File: config.mk
export PLATFORM = sky130hd
export DESIGN_NAME = reg_file
export DESIGN_NICKNAME = d
export VERILOG_FILES = /design/src/rtl/reg_file.sv
export SDC_FILE = /design/constraint.sdc
export NUM_CORES = 1
export LEC_CHECK = 0
export CAP_MARGIN = 20
export CORE_MARGIN = 2
export CORE_UTILIZATION = 30
export CTS_CLUSTER_DIAMETER = 80
export CTS_CLUSTER_SIZE = 16
export DETAILED_ROUTE_END_ITERATION = 8
export PLACE_DENSITY = 0.53
export SLEW_MARGIN = 20
export SYNTH_ARGS = -nofsm -noshare
export SYNTH_HDL_FRONTEND = slang
export SYNTH_SLANG_ARGS = --single-unit
File: constraint.sdc
create_clock -name clk -period 1.5 [get_ports clk]
set_clock_uncertainty 0.2 [all_clocks]
set_input_delay 0.225 -clock clk [delete_from_list [all_inputs] [get_ports clk]]
set_output_delay 0.225 -clock clk [all_outputs]
set_load 0.1 [all_outputs]
File: src/rtl/reg_file.sv
// General-purpose register bank: WIDTH x DEPTH entries, one write port, two
// bypassed combinational read ports, optional hard-wired zero entry and a clear sweep.
module reg_file #(
  parameter int WIDTH    = 8,
  parameter int DEPTH    = 8,
  parameter bit ZERO_REG = 1'b0,
  localparam int AW      = $clog2(DEPTH)
) (
  input  logic             clk,
  input  logic             res,
  input  logic             en,
  input  logic             we,
  input  logic [AW-1:0]    waddr,
  input  logic [WIDTH-1:0] wdata,
  input  logic [AW-1:0]    raddr_a,
  output logic [WIDTH-1:0] rdata_a,
  input  logic [AW-1:0]    raddr_b,
  output logic [WIDTH-1:0] rdata_b,
  input  logic             clr,
  output logic             busy,
  output logic [DEPTH-1:0] valid
);

  typedef enum logic {
    IDLE  = 1'b0,
    CLEAR = 1'b1
  } state_t;

  state_t           state_q;
  logic [AW-1:0]    idx_q;
  logic             busy_q;
  logic [WIDTH-1:0] mem_q [DEPTH];
  logic [DEPTH-1:0] valid_q;
  logic [DEPTH-1:0] valid_d;
  logic             wr_ok;

  // Writes are dropped outright while sweeping, so they never reach the bypass either.
  assign wr_ok = we && en && !busy_q && !(ZERO_REG && (waddr == '0));

  // NOTE: sequential state uses non-blocking assignments so every register
  // samples pre-edge values; blocking here would create order-dependent races.
  always_ff @(posedge clk or negedge res) begin
    if (!res) begin
      state_q <= IDLE;
      idx_q   <= '0;
      busy_q  <= 1'b0;
    end else begin
      case (state_q)
        IDLE: begin
          if (clr) begin
            state_q <= CLEAR;
            idx_q   <= '0;
            busy_q  <= 1'b1;
          end
        end
        CLEAR: begin
          idx_q <= idx_q + AW'(1);
          if (idx_q == AW'(DEPTH - 1)) begin
            state_q <= IDLE;
            busy_q  <= 1'b0;
          end
        end
      endcase
    end
  end

  // NOTE: every always_comb output gets a default first so no path leaves it
  // unassigned, which would otherwise infer a latch.
  always_comb begin
    valid_d = valid_q;
    if (busy_q) begin
      valid_d[idx_q] = 1'b0;
    end else if (wr_ok) begin
      valid_d[waddr] = 1'b1;
    end
  end

  // NOTE: the storage array is reset on purpose -- the register bank must read
  // all-zero immediately on reset, so it cannot map to an unreset RAM macro.
  always_ff @(posedge clk or negedge res) begin
    if (!res) begin
      for (int i = 0; i < DEPTH; i++) begin
        mem_q[i] <= '0;
      end
      valid_q <= '0;
    end else begin
      valid_q <= valid_d;
      if (busy_q) begin
        mem_q[idx_q] <= '0;
      end else if (wr_ok) begin
        mem_q[waddr] <= wdata;
      end
    end
  end

  always_comb begin
    rdata_a = mem_q[raddr_a];
    if (ZERO_REG && (raddr_a == '0)) begin
      rdata_a = '0;
    end else if (wr_ok && (raddr_a == waddr)) begin
      rdata_a = wdata;
    end
  end

  always_comb begin
    rdata_b = mem_q[raddr_b];
    if (ZERO_REG && (raddr_b == '0)) begin
      rdata_b = '0;
    end else if (wr_ok && (raddr_b == waddr)) begin
      rdata_b = wdata;
    end
  end

  assign busy  = busy_q;
  assign valid = valid_q;

endmodule

=== After elaboration in Yosys (flattened, before gate mapping) ===
Cells that the tools add are included.

* Register bits after elaboration: 77
* Input port bits: 22
* Output and inout bits: 25
* Word-level logic and storage cells: 78

* Add/sub/neg operators: 1
* $lt $le $gt $ge: 10
* Equality and inequality tests: 5
* Muxes and demuxes: 29
* Bitwise gates (word level): 10
* Reduce and logical (&&, ||, !) cells: 11

{| class="wikitable"
|+ Operators with widths
! cell !! number
|-
| 2-to-1 mux 64 bit || 2
|-
| 2-to-1 mux 8 bit || 10
|-
| bitwise AND 64 bit || 1
|-
| bitwise mux 64 bit || 1
|-
| NOT 64 bit || 1
|-
| binary-select mux 8 bit (select 3 bit) || 2
|-
| demux 8 bit (select 3 bit) || 2
|-
| >= comparator 4 bit (second input constant) || 4
|-
| NOT 3 -> 4 bit || 4
|-
| bitwise AND 8 bit || 1
|-
| logical AND 1 bit || 8
|-
| < comparator 3 x 4 -> 1 bit (second input constant) || 2
|-
| < comparator 4 x 1 -> 1 bit (second input constant) || 2
|-
| NOT 8 bit || 1
|-
| bitwise OR 8 bit || 1
|-
| demux 1 bit (select 3 bit) || 2
|-
| equality test 3 bit || 2
|-
| >= comparator 3 x 1 -> 1 bit (second input constant) || 2
|-
| 2-to-1 mux 1 bit || 6
|-
| one-hot mux 3 bit (2 select lines) || 1
|-
| one-hot mux 1 bit (2 select lines) || 2
|-
| adder 3 x 1 -> 3 bit (second input constant) || 1
|-
| equality test 3 bit (second input constant) || 1
|-
| 2-to-1 mux 3 bit || 1
|-
| other kinds (6) || 6
|}

=== Depth between registers and ports, before layout ===
Gate-level depths: netlist of the first run.

* Depth after elaboration: 8
* Depth in mapped cells: 5
* Gate-level depth less buffers: 4

=== Least setup slack after synthesis of the first run ===
No wires, ideal clock.

* Path kind: register to output
* Start: register busy_q, in the netlist busy
* End: output port rdata_a[0]
* Arrival time: 3293 ps
* Required time: 1075 ps
* Slack: -2218 ps
* Stages on the path, launching flop included: 5
* Path buffers: 1
* Cell sequence: dfrtp_1 > buf_2 > and3b_2 > nand4_4 > mux2i_1

* Word-level cells in the longest chain between the ends: 4

{| class="wikitable"
|+ RTL lines
! what !! RTL line !! text
|-
| start, declared || 31 || <nowiki>logic busy_q;</nowiki>
|-
| start signal, assigned || 46 || <nowiki>busy_q <= 1'b0;</nowiki>
|-
| start signal, assigned || 53 || <nowiki>busy_q <= 1'b1;</nowiki>
|-
| start signal, assigned || 60 || <nowiki>busy_q <= 1'b0;</nowiki>
|-
| logical NOT 1 bit || 38 || <nowiki>assign wr_ok = we && en && !busy_q && !(ZERO_REG && (waddr == '0));</nowiki>
|-
| logical AND 1 bit || 38 ||
|-
| logical AND 1 bit || 100 || <nowiki>end else if (wr_ok && (raddr_a == waddr)) begin</nowiki>
|-
| 2-to-1 mux 8 bit || 100 ||
|-
| end, declared || 16 || <nowiki>output logic [WIDTH-1:0] rdata_a,</nowiki>
|}

Every way passes these cells.

=== Worst setup path in the final report of the first run ===
* Start: register busy_q, in the netlist busy
* End: output port rdata_b[1]

* Word-level cells in the longest chain between the ends: 4

{| class="wikitable"
|+ RTL lines
! what !! RTL line !! text
|-
| logical NOT 1 bit || 38 ||
|-
| logical AND 1 bit || 38 ||
|-
| logical AND 1 bit || 109 || <nowiki>end else if (wr_ok && (raddr_b == waddr)) begin</nowiki>
|-
| 2-to-1 mux 8 bit || 109 ||
|-
| end, declared || 18 || <nowiki>output logic [WIDTH-1:0] rdata_b,</nowiki>
|}

Every way passes these cells.

==> results of run 1 <==
-- power groups by stage --
stage | clock network [W] | logic, W | registers (W)
after detailed placement | 0 | 0.00749 | 0.00382
after global routing | 0.00264 | 0.00816 | 0.00394
final | 0.00250 | 0.00774 | 0.00382
after CTS | 0.00255 | 0.00773 | 0.00381
after global placement | 0 | 0.00737 | 0.00376
after floorplan | 0 | 0.00410 | 0.00422
-- layer usage --
| layer | up-vias | routed length [um] |
|---|---|---|
| met5 | - | 0 |
| met1 | 1780 | 5949 |
| met3 | 21 | 592 |
| met2 | 86 | 6852 |
| met4 | 0 | 229 |
| li1 | 1575 | - |
-- worst max-delay path by stage --
stage                          start    endpoint  depth (start not counted)
after CTS                       busy  rdata_a[2]                          5
after floorplan                 busy  rdata_a[0]                          4
after global routing            busy  rdata_b[1]                          5
after global placement    raddr_b[1]  rdata_b[0]                          6
final                           busy  rdata_b[1]                          5
after detailed placement  raddr_b[1]  rdata_b[0]                          6
-- through the flow --
stage / setup TNS (ps) / util / instance area (um^2)
2_1_floorplan: -34450 / - / 4820
6_report: -31200 / 0.4644 / 7008
4_1_cts: -31160 / 0.4609 / 6955
3_5_place_dp: -52490 / 0.4230 / 6382
5_1_grt: -37580 / 0.4644 / 7008
3_3_place_gp: -50670 / 0.4230 / 6382
-- layout by cell type, fill, tap and decap left out, types with 2 or more instances in the layout --
cell	instances
mux2i_2	14
bufinv_16	2
mux4_1	15
clkinv_1	8
clkbuf_16	9
buf_6	12
nand4b_1	3
buf_4	63
nand2_1	77
dfrtp_1	76
mux4_2	17
a21oi_1	3
inv_1	2
nor3b_4	2
nor2_1	2
nand3b_1	2
bufbuf_16	3
mux2i_4	17
xnor2_2	2
xnor2_1	3
clkbuf_8	4
mux2i_1	65
dlygate4sd2_1	3
buf_12	40
a21o_1	4
o21ai_0	3
nand4bb_1	3
clkdlybuf4s15_1	2
clkdlybuf4s50_1	14
nand4_4	2
-- logic make-up after synthesis --
group,synth area share
multiplexers,0.3837
AND/OR/NAND/NOR,0.1154
flip-flops,0.4200
buffers and inverters,0.04936
AO/OA/AOI/OAI,0.01309
XOR/XNOR,0.01309
adder cells (fa/ha/maj),0.005453
-- state kept, by name, indices dropped and copies added (netlist names) --
name and cells:
idx_q 3, busy 1, mem_q 64, state_q 1, valid 8
-- cell type report --
class,instances,area (um^2),area share
Sequential cell,77,1931,0.2755
Clock buffer,13,280.3,0.03999
Clock inverter,3,65.06,0.009284
Multi-Input combinational cell,247,2739,0.3908
Tap cell,188,235.2,0.03357
Timing Repair Buffer,140,1720,0.2455
Inverter,10,37.54,0.005356
-- worst max-delay path, delay by kind of cell (launching register included) --
family | cells | cell delay (ps)
multiplexers | 1 | 230
AND/OR/NAND/NOR | 2 | 480
flip-flops | 1 | 470
buffers and inverters | 2 | 400
-- repair_timing --
item | CTS | global route
cloned | 3 | 1
endpoints found under the hold margin | 77 | 0
setup buffers | 1 | 3
resized for setup | 43 | 7
endpoints found under the setup margin | 88 | 89
hold buffers | 1 | 0
pin swaps | 2 | 2
==> flow_summary.toml, run 1 <==
[yosys]
synth_edf_count = 0
synth_area_um2 = 4588
synth_nets = 384
syn_inst = 360
async_flop_share = 1.000
ys_top_cells_by_count = "96 x mux2i_1, 77 x dfrtp_1, 77 x nand2_1, 21 x mux4_1"
yosysMostFrequentCell = "mux2i_1"
synth.avg_cell_area_um2 = 12.74
synthFlopType = "dfrtp_1"
yosysWarnings = 0
synth_seq_cells = 77
synth_top_area_frac = 0.4200
ys_seq_area_frac = 0.4200
yosysUniqueCellTypes = 34
yosysTopAreaCell = "dfrtp_1"
synthTopCellsByArea = "dfrtp_1 42%, mux2i_1 21%, mux4_1 12%, nand2_1 6.3%, mux4_2 5.4%"

[pwr]
total_power_w = 0.01406
seq_power_share = 0.272
combPwrFrac = 0.550
p_clk_frac = 0.178
p_leak_nw = 3.299
p_int_w = 0.008104
netSwitchingPower_w = 0.005951
peakVddDrop_v = 0.001272
switching_share = 0.4234
power.density_nw_per_um2 = 2006

[clock_network]
clk_pin_slew_ps = 60
root_buffer = "clkbuf_16"
cts.sink_count = 77
worstSkewPairLatency_ps = 340
numCtsBuffers = 9
cts_buffer_depth = 2
cts_tree = "done"
htree_levels = 3

[grt]
grt_max_degree = 45
grt-busiest-layer = "met2"
use_met2 = 0.2976
grt_pass1_wl_mm = 21.87
gr-usage-met3 = 0.04508
use_met1 = 0.2393
track_usage = 0.1811
grt_overflow = 0
grt_pass1_vias = 3787
antenna_found_initial = 0

[setup_path]
path_common_cell = "buf_12"
r2r_end = "mem_q[0]"
cp_slowest_stage_delay_ps = 470
rr_worst_depth = 7
cp-start-kind = "flip-flop"
critPathCaptureType = "primary output"
path_class = "flip-flop to primary output"
critPathMaxFanout = 5
r2r_slack_ps = -410
cp_cell_sequence = "and3b_2, nand4_4, buf_12, mux2i_4, buf_12"
critPathSlowestCell = "dfrtp_4"
cp.arrival_ps = 1930
cp_data_required_time_ps = 1070
worstReg2RegStart = "busy"

[detailed_routing]
drc = 0
firstDrtPassIters = 4
wirelength_mm = 13.62
ant_nets = 0
routed_via_density = 5.106
avgRoutedWirePerCell_um = 20.09
drtIter0Drc = 191
dr_total_vias = 3462

[sta]
holdWs_ps = 54.42
drv_slew = 0
rsz0062_at_grt = "true"
slew_headroom = 0.7490
layout_min_cycle_time_ps = 2358
setup_viol = 89
worstMarginPinSlew_ps = 376.6
finalCritPeriodShare = 1.572
final-hold-violation-count = 0
clock.fmax_ghz = 0.4240
setup_ws_ps = -858.2

[layout]
syn_to_final_growth_pct = 52.74
layout-drive-gt1-share = 0.4061
layout.cells.non_filler = 678
diodes = 0
finalNetCount = 509
fill_cells = 1393

[die]
die_w_um = 127.7
core_um2 = 15090
die_h_um = 127.7
start_util = 0.3041
boundaryPins = 47
rows = 45
dieArea_um2 = 16300

[hold_path]
hold_class = "input pin to asynchronous set/reset pin"

[outcome]
status = "finished, violations left"
violations = "setup timing"

[place]
place.gp.congestion = 0.7555
pre_cts_slack_ps = -1024
dp.cells = 653
io_buffers = 46
dp_hpwl_mm = 9.893

[job]
cap_viol_max_count = 0
(Power assumes the default switching activity.)
==> run 2, diff against run 1 <==
- CTS_BUF_LIST: not set -> sky130_fd_sc_hd__clkbuf_16
- HOLD_SLACK_MARGIN: not set -> 0.12
==> run 2 against run 1 <==
Effect of this change:
- the run still ends with setup timing left
- sequential power is essentially flat
- critical path depth is the same
- first-iteration DRC count grew 4.7%
- wire length grew 0.61%
- register-to-register slack is essentially flat
- sequential share of layout area grew 0.13 points
==> flow_summary.toml, run 2 (synthesized netlist as in run 1, its figures left out) <==
[outcome]
status = "finished, violations left"
violations = "setup timing"

[detailed_routing]
drc = 0
avgRoutedWirePerCell_um = 20.19
wirelength_mm = 13.71
ant_nets = 0
routed_via_density = 5.103
firstDrtPassIters = 4
drtIter0Drc = 200
dr_total_vias = 3465

[layout]
postLayoutCellArea_um2 = 6974
mostFrequentLayoutCells = "77 x nand2_1, 76 x dfrtp_1, 66 x mux2i_1"
layout.cells.non_filler = 679
largest_reg_flops = 64
finalNetCount = 510
layout-drive-gt1-share = 0.3951
largest-register = "mem_q"
syn_to_final_growth_pct = 52.00
layout_commonest_cell = "nand2_1"
diodes = 0

[setup_path]
cp_cell_sequence = "and3b_2, nand4_4, buf_12, mux2i_4, buf_12"
cp-start-kind = "flip-flop"
crit_cells = 5
crit_family = "simple AND/OR/NAND/NOR gates"
critPathSlowestCell = "dfrtp_4"
cp_slowest_stage_delay_ps = 470
path_class = "flip-flop to primary output"
critPathMaxFanout = 5
path_buf_inv = 2
path_common_cell = "buf_12"
rr_worst_depth = 6
r2r_slack_ps = -410
critPathCaptureType = "primary output"
cp_data_required_time_ps = 1070
cp.arrival_ps = 1920

[sta]
setup_viol = 89
drv_slew = 0
rsz0062_at_grt = "true"
clock.fmax_ghz = 0.4264
slew_headroom = 0.7381
worstMarginPinSlew_ps = 391.5
layout_min_cycle_time_ps = 2345
final-hold-violation-count = 0
setup_ws_ps = -845.4
finalCritPeriodShare = 1.564

[place]
place_area_um2 = 6382
io_buffers = 46
dp.cells = 653
dp_hpwl_mm = 9.893
pre_cts_slack_ps = -1024
place.gp.congestion = 0.7555

[clock_network]
cts_tree = "done"
htree_levels = 3
worstSkewPairLatency_ps = 340
cts_buffer_depth = 2
root_buffer = "clkbuf_16"
cts.sink_count = 77
numCtsBuffers = 9
clk_pin_slew_ps = 60

[die]
die_h_um = 127.7
boundaryPins = 47
start_util = 0.3041
dieArea_um2 = 16300
die_w_um = 127.7
rows = 45
core_um2 = 15090

[grt]
grt_overflow = 0
grt_max_degree = 45
antenna_found_initial = 0
grt_pass1_vias = 3790
track_usage = 0.1820
grt_pass1_wl_mm = 21.89

[pwr]
power.density_nw_per_um2 = 1985
total_power_w = 0.01384
p_leak_nw = 3.277
peakVddDrop_v = 0.001275

[job]
cap_viol_max_count = 0

[hold_path]
hold_class = "input pin to asynchronous set/reset pin"
==> run 2: stage by stage <==
stage                     TNS [ps]  hold WS [ps]    util
after floorplan             -34450        -270.6       -
after global placement      -50670        -127.2  0.4230
after detailed placement    -52490        -124.3  0.4230
after CTS                   -31150         197.3  0.4590
after global routing        -37590         200.2  0.4622
final                       -31080         187.2  0.4622
==> run 2: per-layer routing <==
layer	wire [um]	part of all wire	GRT usage
met2	6952	0.51	0.3004
met1	5861	0.43	0.2414
met4	203	0.015	0.05107
met5	0	0	0
met3	689	0.050	0.04215
==> run 2: path summary, 6_finish.rpt <==
| kind | startpoint | to |
|---|---|---|
| max | busy | rdata_b[1] |
| min in group clk | valid[2] | valid[2] |
| max in group asynchronous | res | valid[0] |
| min reg2reg | valid[2] | valid[2] |
| max reg2reg | busy | mem_q[3] |
| min | res | mem_q[51] |
==> run 2: area by class of cell <==
cell class	instances	area, um^2
clock buffers	9	225.2
flip-flops and latches	77	1931
well taps	188	235.2
fillers	1393	8115
multi-input cells	247	2735
inverters	10	37.54
repair buffers	141	1730
clock inverters	7	80.08
==> run 2: report_power, final <==
group          switching (W)  internal, W  leakage, nW
sequential          0.000810      0.00301         1.02
clock               0.000856      0.00143        0.149
combinational        0.00428      0.00345         2.11
total                0.00595      0.00790         3.28
==> run 2: tightest hold or removal path, cell delays in order <==
cell and delay (ps):
dlygate4sd3_1 520, buf_4 150, buf_12 180
==> run 2: repair_timing <==
action | in CTS | in global routing
gates resized for setup | 43 | 6
endpoints found under the setup margin | 88 | 97
cloned | 3 | 1
hold buffers | 2 | 1
setup buffers | 1 | 3
pin swaps | 2 | 2
hold endpoints to repair | 77 | 8
==> run 3, diff against run 2 <==
- PLACE_DENSITY: 0.53 -> 0.52
- clock period: 1.5 -> 2.2 ns (I/O delays scaled with it)
==> run 3 against run 2 <==
Effect of this change:
- the run still ends with setup timing left
- global-route usage up 0.26 points
- non-clock buffer count decreased by 37
- sequential share of layout area is 2.1 points higher
- combinational power is 39% lower
- largest cell class unchanged
==> flow_summary.toml, run 3 (synthesized netlist as in run 1, its figures left out) <==
[outcome]
status = "finished, violations left"
violations = "setup timing"

[setup_path]
path_common_cell = "buf_12"
rr_worst_depth = 3
cp_cell_sequence = "and3b_2, nand4_4, buf_12, mux2i_4, buf_12"
crit_end = "rdata_b[7]"
cp_slowest_stage_delay_ps = 470
critPathSlowestCell = "dfrtp_4"
cp.arrival_ps = 1910
cp-start-kind = "flip-flop"
r2r_end = "mem_q[60]"
startpoint = "busy"
critPathMaxFanout = 5
worstReg2RegStart = "idx_q[0]"
r2r_slack_ps = 270
critPathCaptureType = "primary output"
cp_data_required_time_ps = 1670
path_class = "flip-flop to primary output"

[layout]
regArea_um2 = 1931
layout-drive-gt1-share = 0.3532
mostFrequentLayoutCells = "77 x nand2_1, 76 x dfrtp_1, 68 x mux2i_1"
finalNetCount = 473
largest_reg_flops = 64
layout_commonest_cell = "nand2_1"
layout.cells.non_filler = 641
largest-register = "mem_q"
syn_to_final_growth_pct = 41.51
fill_cells = 1392
multi_input_area_um2 = 2736
postLayoutCellArea_um2 = 6492
diodes = 0

[clock_network]
root_buffer = "clkbuf_16"
cts_buffer_depth = 2
cts_tree = "done"
cts.sink_count = 77
htree_levels = 3
cts_setup_buffers = 0
worstSkewPairLatency_ps = 340
numCtsBuffers = 9
clk_pin_slew_ps = 60

[detailed_routing]
avgRoutedWirePerCell_um = 21.71
firstDrtPassIters = 4
routed_via_density = 5.164
dr_total_vias = 3310
ant_nets = 0
drc = 0
drtIter0Drc = 153
wirelength_mm = 13.91

[place]
dp_hpwl_mm = 9.454
place_area_um2 = 6025
pre_cts_slack_ps = -579.9
place.gp.congestion = 0.8156
io_buffers = 46
dp.cells = 622

[die]
boundaryPins = 47
core_um2 = 15090
die_h_um = 127.7
dieArea_um2 = 16300
start_util = 0.3041
die_w_um = 127.7
rows = 45

[sta]
setup_viol = 16
worstMarginPinSlew_ps = 539.0
layout_min_cycle_time_ps = 2437
finalCritPeriodShare = 1.108
setup_ws_ps = -236.6
final-hold-violation-count = 0
slew_headroom = 0.6407
clock.fmax_ghz = 0.4104
drv_slew = 0
rsz0062_at_grt = "true"
holdWs_ps = 272.9

[hold_path]
holdPathStages = 2
hold_class = "flip-flop to flip-flop"

[pwr]
power.density_nw_per_um2 = 1336
peakVddDrop_v = 0.0009421
total_power_w = 0.008671
p_leak_nw = 3.044

[grt]
track_usage = 0.1846
grt_pass1_vias = 3641
antenna_found_initial = 0
grt_overflow = 0
grt_pass1_wl_mm = 21.91
grt_max_degree = 36

[job]
cap_viol_max_count = 0
==> run 3: cell types whose count changed in the layout (fill, tap and decap cells not counted), moves of 3 or more <==
cell,change
buf_12,-10
buf_4,-15
buf_6,-10
clkdlybuf4s50_1,-3
xnor2_1,-3
==> run 3: cell type report <==
| cell class | instances | share of cell area |
|---|---|---|
| clock buffers | 9 | 0.03469 |
| clock inverters | 6 | 0.008479 |
| inverters | 10 | 0.005781 |
| multi-input cells | 247 | 0.4215 |
| flip-flops and latches | 77 | 0.2974 |
| well taps | 188 | 0.03623 |
| repair buffers | 104 | 0.1960 |
==> run 3: per-stage QoR <==
step | setup TNS, ps | utilization
finish | -3092 | 0.4303
global route | -4073 | 0.4303
CTS | -3525 | 0.4299
detailed placement | -8000 | 0.3993
global placement | -7741 | 0.3993
floorplan | -7964 | -
==> run 3: worst min-delay path by stage <==
stage	startpoint	endpoint	slack (ps)
after global placement	res	valid[4]	120
after detailed placement	res	valid[4]	140
after CTS	valid[7]	valid[7]	280
after floorplan	res	idx_q[0]	-170
after global routing	valid[3]	valid[3]	290
final	valid[1]	valid[1]	270
==> run 3: worst max-delay path: cells and delay by family, from the launching register on <==
kind / cells / cell delay (ps)
and+or+nand+nor: 2 / 470
muxes: 1 / 230
buffers and inverters: 2 / 400
DFF: 1 / 470
==> run 3: routing by layer <==
layer | track usage | routed length (um) | vias up
met3 | 0.03297 | 710 | 22
met5 | 0 | 0 | -
met1 | 0.2507 | 6358 | 1686
li1 | - | - | 1508
met4 | 0.06852 | 274 | 0
met2 | 0.2966 | 6572 | 94
==> run 3: what timing repair did <==
item                       CTS  global route
hold buffers                 1             0
setup endpoints to repair   16            16
gates cloned                 3             0
hold endpoints to repair    32             0
pin swaps                    2             1
resized for setup           44             2
==> run 3: report_power, final <==
group | internal (W) | total (W) | switching (W)
Combinational | 0.00190 | 0.00469 | 0.00278
Clock | 0.000860 | 0.00144 | 0.000578
Sequential | 0.00205 | 0.00255 | 0.000496
